--- src/rtl/inst_fetch_stage.sv ---
// inst_fetch_stage: owns the PC and fetches one word at a time from instruction
// memory over a req/ack handshake. It hands the word and its PC to decode, and
// accepts jump (active-low) and taken-branch redirects.
// Optional feature: define FETCH_ADEL_EN to report misaligned fetch addresses
// on id_adel. Without it, the PC is always kept word aligned.
module inst_fetch_stage #(
  parameter logic [31:0] RESET_PC   = 32'hBFC0_0000,
  parameter logic [31:0] FLUSH_INST = 32'h0000_0000
) (
  input  logic        clk,
  input  logic        rst_n,
  output logic        inst_req,
  output logic [31:0] inst_addr,
  input  logic        inst_ack,
  input  logic [31:0] inst_rdata,
  output logic        id_valid,
  output logic [31:0] id_inst,
  output logic [31:0] id_pc,
  input  logic        id_ready,
  input  logic        jump_n,
  input  logic [31:0] jump_target,
  input  logic        branch_taken,
  input  logic [31:0] branch_target,
  output logic        id_adel
);

  localparam logic [1:0] S_IDLE = 2'd0;
  localparam logic [1:0] S_REQ  = 2'd1;
  localparam logic [1:0] S_KILL = 2'd2;
  localparam logic [1:0] S_OUT  = 2'd3;

`ifdef FETCH_ADEL_EN
  localparam logic [31:0] RESET_PC_EFF = RESET_PC;
`else
  localparam logic [31:0] RESET_PC_EFF = {RESET_PC[31:2], 2'b00};
`endif

  logic [1:0]  r_state;
  logic [31:0] r_pc;
  logic [31:0] r_pend_pc;
  logic        r_inst_req;
  logic [31:0] r_inst_addr;
  logic        r_id_valid;
  logic [31:0] r_id_inst;
  logic [31:0] r_id_pc;

  logic        w_redirect;
  logic [31:0] w_target_raw;
  logic [31:0] w_target;
  logic [31:0] w_req_pc;
  logic        w_enter_req;
  logic        w_req_bad;

  assign w_redirect   = ~jump_n | branch_taken;
  assign w_target_raw = ~jump_n ? jump_target : branch_target;

`ifdef FETCH_ADEL_EN
  assign w_target  = w_target_raw;
  assign w_req_bad = |w_req_pc[1:0];
`else
  assign w_target  = w_target_raw & 32'hFFFF_FFFC;
  assign w_req_bad = 1'b0;
`endif

  // PC to issue on the next (re)entry into REQ, and whether we re-enter this cycle.
  // A redirect always carries the newest address, even on the KILL ack cycle.
  always_comb begin
    w_req_pc    = r_pc;
    w_enter_req = 1'b0;
    if (r_state != S_IDLE && w_redirect) w_req_pc = w_target;
    else if (r_state == S_KILL)          w_req_pc = r_pend_pc;
    case (r_state)
      S_IDLE:  w_enter_req = 1'b1;
      S_REQ:   w_enter_req = inst_ack & w_redirect;
      S_KILL:  w_enter_req = inst_ack;
      S_OUT:   w_enter_req = w_redirect | id_ready;
      default: w_enter_req = 1'b0;
    endcase
  end

  // Fetch FSM: issue, wait for ack, hold the word for decode, honour redirects.
  always_ff @(posedge clk) begin
    if (!rst_n) begin
      r_state     <= S_IDLE;
      r_pc        <= RESET_PC_EFF;
      r_pend_pc   <= RESET_PC_EFF;
      r_inst_req  <= 1'b0;
      r_inst_addr <= RESET_PC_EFF;
      r_id_valid  <= 1'b0;
      r_id_inst   <= FLUSH_INST;
      r_id_pc     <= 32'h0;
    end else if (w_enter_req) begin
      // A misaligned PC never reaches memory; it is reported to decode instead.
      r_pc        <= w_req_pc;
      r_inst_addr <= w_req_pc;
      r_inst_req  <= ~w_req_bad;
      r_id_valid  <= w_req_bad;
      r_id_inst   <= FLUSH_INST;
      r_state     <= w_req_bad ? S_OUT : S_REQ;
      if (w_req_bad) r_id_pc <= w_req_pc;
    end else begin
      case (r_state)
        S_REQ: begin
          if (inst_ack) begin
            r_id_inst  <= inst_rdata;
            r_id_pc    <= r_pc;
            r_id_valid <= 1'b1;
            r_pc       <= r_pc + 32'd4;
            r_inst_req <= 1'b0;
            r_state    <= S_OUT;
          end else if (w_redirect) begin
            // Request already on the bus: keep the address, remember where to go.
            r_pend_pc <= w_target;
            r_state   <= S_KILL;
          end
        end
        S_KILL: begin
          if (w_redirect) r_pend_pc <= w_target;
        end
        default: ;
      endcase
    end
  end

`ifdef FETCH_ADEL_EN
  logic r_id_adel;

  // Address-error flag follows the misaligned-PC report and drops on leaving OUT.
  always_ff @(posedge clk) begin
    if (!rst_n)           r_id_adel <= 1'b0;
    else if (w_enter_req) r_id_adel <= w_req_bad;
  end

  assign id_adel = r_id_adel;
`else
  assign id_adel = 1'b0;
`endif

  assign inst_req  = r_inst_req;
  assign inst_addr = r_inst_addr;
  assign id_valid  = r_id_valid;
  assign id_inst   = r_id_inst;
  assign id_pc     = r_id_pc;

endmodule
--- config.mk ---
export PLATFORM = sky130hd
export DESIGN_NAME = inst_fetch_stage
export DESIGN_NICKNAME = d
export VERILOG_FILES = /design/src/rtl/inst_fetch_stage.sv
export SDC_FILE = /design/constraint.sdc
export NUM_CORES = 1
export LEC_CHECK = 0
export CORE_AREA = 2 2 125 127
export DETAILED_ROUTE_END_ITERATION = 12
export DIE_AREA = 0 0 127 129
export PLACE_DENSITY = 0.82
export SYNTH_ARGS = -nofsm -noshare
export SYNTH_HDL_FRONTEND = slang
export SYNTH_SLANG_ARGS = --single-unit
--- constraint.sdc ---
create_clock -name clk -period 2.75 [get_ports clk]
set_clock_uncertainty 0.1 [all_clocks]
set_input_delay 0.825 -clock clk [delete_from_list [all_inputs] [get_ports clk]]
set_output_delay 0.825 -clock clk [all_outputs]
set_load 0.01 [all_outputs]
Word level (Yosys, flattened, before mapping):

Index checks and enable logic that the tools add are counted.

* flip-flop bits (word level): 164
* input bits: 102
* output and inout port bits: 99
* logic and storage cells: 52

* add/subtract/negate cells: 1
* equality and inequality tests: 4
* mux-type cells: 17
* bitwise logic cells: 6
* reduce and logical (&&, ||, !) cells: 15

Operator list (number)
* 2-to-1 mux 32 bit: 8
* one-hot mux 32 bit (2 select lines): 1
* adder 32 x 3 -> 32 bit, second input constant: 1
* nonzero test 2 bit: 5
* AND reduction 2 bit: 4
* AND reduction 3 bit: 2
* 2-to-1 mux 1 bit: 5
* equality test 2 bit, second input constant: 2
* 2-to-1 mux 2 bit: 2
* one-hot mux 1 bit (4 select lines): 1
* inverter 1 bit: 3
* nonzero test 3 bit: 1
* equality test 2 x 1 -> 1 bit, second input constant: 1
* zero test 2 bit: 1
* inequality test 2 bit, second input constant: 1
* bitwise OR 1 bit: 2
* OR reduction 2 bit: 1
* bitwise AND 1 bit: 1
* logical AND 1 bit: 1

Depth between registers and ports, before layout:

Gate-level depths: netlist of run 1.

* depth after elaboration: 6
* gate-level depth with buffers: 10
* gate-level depth less buffers: 7

Worst setup path before layout of run 1:

OpenSTA, ideal clock, no wires.

* path type: input port to flip-flop
* start: in jump_n
* end: reg r_id_pc[10], in the netlist id_pc[10]
* setup time: 128 ps
* data arrival time: 2179 ps
* required time: 2522 ps
* slack: 344 ps
* cell stages on the path: 7
* buffers on the path: 2
* path through: buf_2 -> or3b_1 -> a21oi_2 -> nand4_1 -> buf_2 -> mux2i_1 -> nor2_1

* longest elaborated chain between the ends: 6
* elaborated cells between the ends (all ways): 7
* classes of those cells: mux: 1; bitwise: 5; reduce/logical: 1

RTL lines
* start: declaration: RTL line 20 `input logic jump_n,`
* inverter 1 bit *
* bitwise OR 1 bit *: RTL line 54 `assign w_redirect = ~jump_n | branch_taken;`
* bitwise OR 1 bit / bitwise AND 1 bit (equally long branches): RTL line 76, 74
* one-hot mux 1 bit (4 select lines) *: RTL line 72 `case (r_state)`
* inverter 1 bit (no line) *
* AND reduction 3 bit (no line) *
* end signal: assignment: RTL line 100 `if (w_req_bad) r_id_pc <= w_req_pc;`
* end signal: assignment: RTL line 106 `r_id_pc <= r_pc;`
* end: declaration: RTL line 45 `logic [31:0] r_id_pc;`

Mark *: on every way between the ends. The rest lies on a longest branch, timed or not.
A chain may end at the register's enable or synchronous reset.

Worst setup path in the final report of run 1:

* start: in id_ready
* end: reg r_pc[14]

* longest elaborated chain between the ends: 4
* elaborated cells between the ends (all ways): 6
* classes of those cells: mux: 2; bitwise: 1; reduce/logical: 3

RTL lines
* start: declaration: RTL line 19 `input logic id_ready,`
* bitwise OR 1 bit *: RTL line 76 `S_OUT: w_enter_req = w_redirect | id_ready;`
* one-hot mux 1 bit (4 select lines) *: RTL line 72
* nonzero test 2 bit (no line)
* AND reduction 2 bit (no line)
* end signal: assignment: RTL line 94 `r_pc <= w_req_pc;`
* end signal: assignment: RTL line 108 `r_pc <= r_pc + 32'd4;`
* end: declaration: RTL line 39 `logic [31:0] r_pc;`

Marks and branches as above.

==> results of run 1 <==
## metal layers
metal	wire length [µm]	global-route usage, %	vias to the layer above
met3	1640	9.48	24
li1	-	-	3186
met1	8140	28.3	3030
met2	9750	41.8	225
met4	361	7.11	0
met5	0	0	-
## kinds of logic (layout without fill, tap and decap cells)
| logic type | count (synthesis) | count (layout) |
|---|---|---|
| AO/OA/AOI/OAI | 165 | 165 |
| XOR/XNOR | 22 | 22 |
| adder cells (fa/ha/maj) | 5 | 5 |
| buffers and inverters | 72 | 270 |
| flip-flops | 162 | 162 |
| multiplexers | 113 | 113 |
| other | 1 | 1 |
| AND/OR/NAND/NOR | 272 | 272 |
## cells in the mapped netlist (2+ instances only)
library cell               instances  share of area (%)
sky130_fd_sc_hd__nand2_1         143                7.6
sky130_fd_sc_hd__a31o_2            6               0.74
sky130_fd_sc_hd__clkbuf_1         37                2.0
sky130_fd_sc_hd__a211oi_1         23                2.4
sky130_fd_sc_hd__a21oi_1          82                5.8
sky130_fd_sc_hd__buf_2            22                1.5
sky130_fd_sc_hd__and2_1            4               0.35
sky130_fd_sc_hd__mux2_2           10                1.6
sky130_fd_sc_hd__o21ai_0          25                1.8
sky130_fd_sc_hd__nor2_1           76                4.0
sky130_fd_sc_hd__ha_1              5               0.88
sky130_fd_sc_hd__dfxtp_1         162                 46
sky130_fd_sc_hd__and4_1            2               0.25
sky130_fd_sc_hd__mux2i_1         103                 15
sky130_fd_sc_hd__nand4_1          18                1.6
sky130_fd_sc_hd__xor2_1           18                2.2
sky130_fd_sc_hd__and3_1            4               0.35
sky130_fd_sc_hd__nor3_1            4               0.28
sky130_fd_sc_hd__nand3_1          15                1.1
sky130_fd_sc_hd__inv_1             7               0.37
sky130_fd_sc_hd__buf_4             4               0.42
sky130_fd_sc_hd__o211ai_1         23                2.4
sky130_fd_sc_hd__xnor2_1           4               0.49
## sequential cells by signal (all words and copies together), names as in the netlist
register,cells
id_inst,32
id_pc,32
id_valid,1
inst_addr,32
inst_req,1
r_pc,32
r_pend_pc,30
r_state,2
## final timing paths
path / slack (ps) / cells after the start / start / end
setup / recovery: 190 / 6 / id_ready / r_pc[14]$_SDFFE_PN0P_
hold / removal: 350 / 2 / r_pc[1]$_SDFFE_PN0P_ / r_pc[1]$_SDFFE_PN0P_
setup reg to reg: 510 / 8 / r_state[1]$_SDFFE_PP0P_ / r_pend_pc[13]$_SDFFE_PN0P_
hold reg to reg: 350 / 2 / r_pc[1]$_SDFFE_PN0P_ / r_pc[1]$_SDFFE_PN0P_
## through the flow
step,hold slack [ps],util [%],area (µm²),setup WS [ps]
6_report,346,67.4,10100,188
5_1_grt,365,67.4,10100,128
4_1_cts,344,67.4,10100,169
3_5_place_dp,334,63.1,9450,-203
3_3_place_gp,335,63.1,9450,-128
2_1_floorplan,321,-,7100,344
## where the power goes
group / leakage (nW) / switching, mW / internal [mW] / total, mW
Combinational: 2.32 / 0.717 / 0.717 / 1.43
Clock: 0.307 / 0.979 / 1.57 / 2.55
Sequential: 1.32 / 0.200 / 2.56 / 2.76
## worst register-to-register path, cell delays in order, from the launching register on
cell                       delay, ps
sky130_fd_sc_hd__dfxtp_1         360
sky130_fd_sc_hd__inv_1            90
sky130_fd_sc_hd__ha_1            280
sky130_fd_sc_hd__a21oi_1         360
sky130_fd_sc_hd__buf_4           190
sky130_fd_sc_hd__o211a_1         200
sky130_fd_sc_hd__buf_4           230
sky130_fd_sc_hd__nor2_1           70
sky130_fd_sc_hd__a211oi_1        260
## layout make-up
class | instances | area [µm²]
Fill cell | 1184 | 4890
Timing Repair Buffer | 230 | 2370
Inverter | 8 | 30.0
Sequential cell | 162 | 3240
Tap cell | 188 | 235
Clock inverter | 12 | 180
Multi-Input combinational cell | 578 | 3570
Clock buffer | 20 | 457
==> impl_metrics.yaml, run 1 <==
grt:
  groute.usage.overall_pct: 24.3
  antenna_found_initial: 0
  first_global_vias: 6281
  gr-total-overflow: 0
  wire_length_of_the_first_global_routing_pass_mm: 31.5
  grt_max_degree: 37
synth:
  synth_compound_area_share_pct: 13.9
  synth.lib_cells_used.distinct: 38
  seq_area_frac_synth_pct: 45.6
  synth_simple_gate_area_share_pct: 16.3
  syn-num-nets: 919
  area_of_the_mapped_netlist_um2: 7100
  synth_warnings: 0
  postSynthRegisterBits: 162
  synth-edff-count: 0
  netlist_instances: 812
  yosys.area_share.xor_xnor_pct: 2.71
  synth_async_sr_flop_share_pct: 0
  syn-mean-instance-area_um2: 8.75
  synth-adder-area-share_pct: 0.881
  muxShareOfSynthArea_pct: 16.1
  synth_top_family_by_area: "simple AND/OR/NAND/NOR gates"
  synthFlopType: "sky130_fd_sc_hd__dfxtp_1"
pwr:
  total_leakage_power_nw: 3.95
  powerDensity_nw_per_um2: 669
  finalPower_mw: 6.75
  vdd.ir_drop.worst_uv: 407
worst_setup_path:
  path_class: "in -> reg"
  crit_buf_inv: 1
  crit_path_max_fanout: 6
  timing.critical_path.required_ps: 2970
  critical_path.cell_chain: "clkdlybuf4s50_1, or3b_1, a21oi_2, o21a_2, mux2i_1, a2111oi_2"
  timing.critical_path.slowest_stage_cell: "sky130_fd_sc_hd__clkdlybuf4s50_1"
  timing.critical_path.slowest_cell_delay_ps: 430
  worst-endpoint-arrival_ps: 2780
  worstSetupEndpointType: "register"
  cell_family_contributing_the_most_delay_on_the_critical_path: "compound AO/OA/AOI/OAI gates"
  startpoint_type: "input port"
sta:
  maxClockFrequency_mhz: 390
  worst_slew_pin_slew_ps: 562
  fin_crit_ps: 2560
  finalSetupViolCount: 0
  slew_violations: 0
  timing.final.crit_share_pct: 93.1
  fin_tns_setup_ps: 0
  finalHoldViolCount: 0
  relSlewSlack_pct: 61.4
  grt_setup_unrepaired: "no"
clock_tree:
  clkTransAtPathRegs_ps: 60
  cts_setup_buffers: 0
  cts_htree_levels: 4
  cts_inserted_buffers: 17
  clkSinkCount: 162
  tritoncts: "done"
  ctsRootBufferMaster: "sky130_fd_sc_hd__clkbuf_16"
  cts_hold_buffers: 0
  clock_latency_ps: 440
  post_cts_resize_count: 0
  clockBufferDepth: 2
flow_run:
  timing.max_cap.violations: 0
floorplan:
  fp-row-count: 45
  design.die.area_um2: 16400
  die_width_um: 127
  die-height_um: 129
  initial_utilization_pct: 47.4
  num_io_pins: 201
  fp.coreArea_um2: 15000
layout:
  layout.nets: 1104
  area_delta_synth_final_pct: 42.0
  layout.cells.most_common: "sky130_fd_sc_hd__clkdlybuf4s50_1"
  layout-drive-gt1-share_pct: 9.11
  mostFrequentLayoutCells: "sky130_fd_sc_hd__clkdlybuf4s50_1 (194), sky130_fd_sc_hd__dfxtp_1 (162), sky130_fd_sc_hd__nand2_1 (143), sky130_fd_sc_hd__mux2i_1 (103), sky130_fd_sc_hd__a21oi_1 (82)"
  cell_count_final_fillers_out: 1198
  antenna-diode-count: 0
detailed_routing:
  routed_via_density: 5.40
  wire_per_inst_um: 16.6
  detail_route.first_pass.iterations: 5
  antenna_violating_nets_post_route: 0
  drt-total-wl_mm: 19.9
  drc_errors: 0
  routed-via-count: 6465
  drt_iter0_drc: 457
place:
  gp_routability_congestion: 0.819
  port-buffer-count: 195
  place_hpwl_mm: 13.7
  numPlacedInstances: 1166
status:
  run_status: "complete, no violations"
min_path:
  class_of_the_tightest_hold_or_removal_check: "reg -> reg"
No activity file was read; power rests on OpenSTA's default activity.
==> inputs of run 2 (changes only) <==
Settings changed: CTS_CLUSTER_SIZE from default to 24.
==> results of run 2 <==
The final DEF is identical to that of run 1; final timing and power are the same.
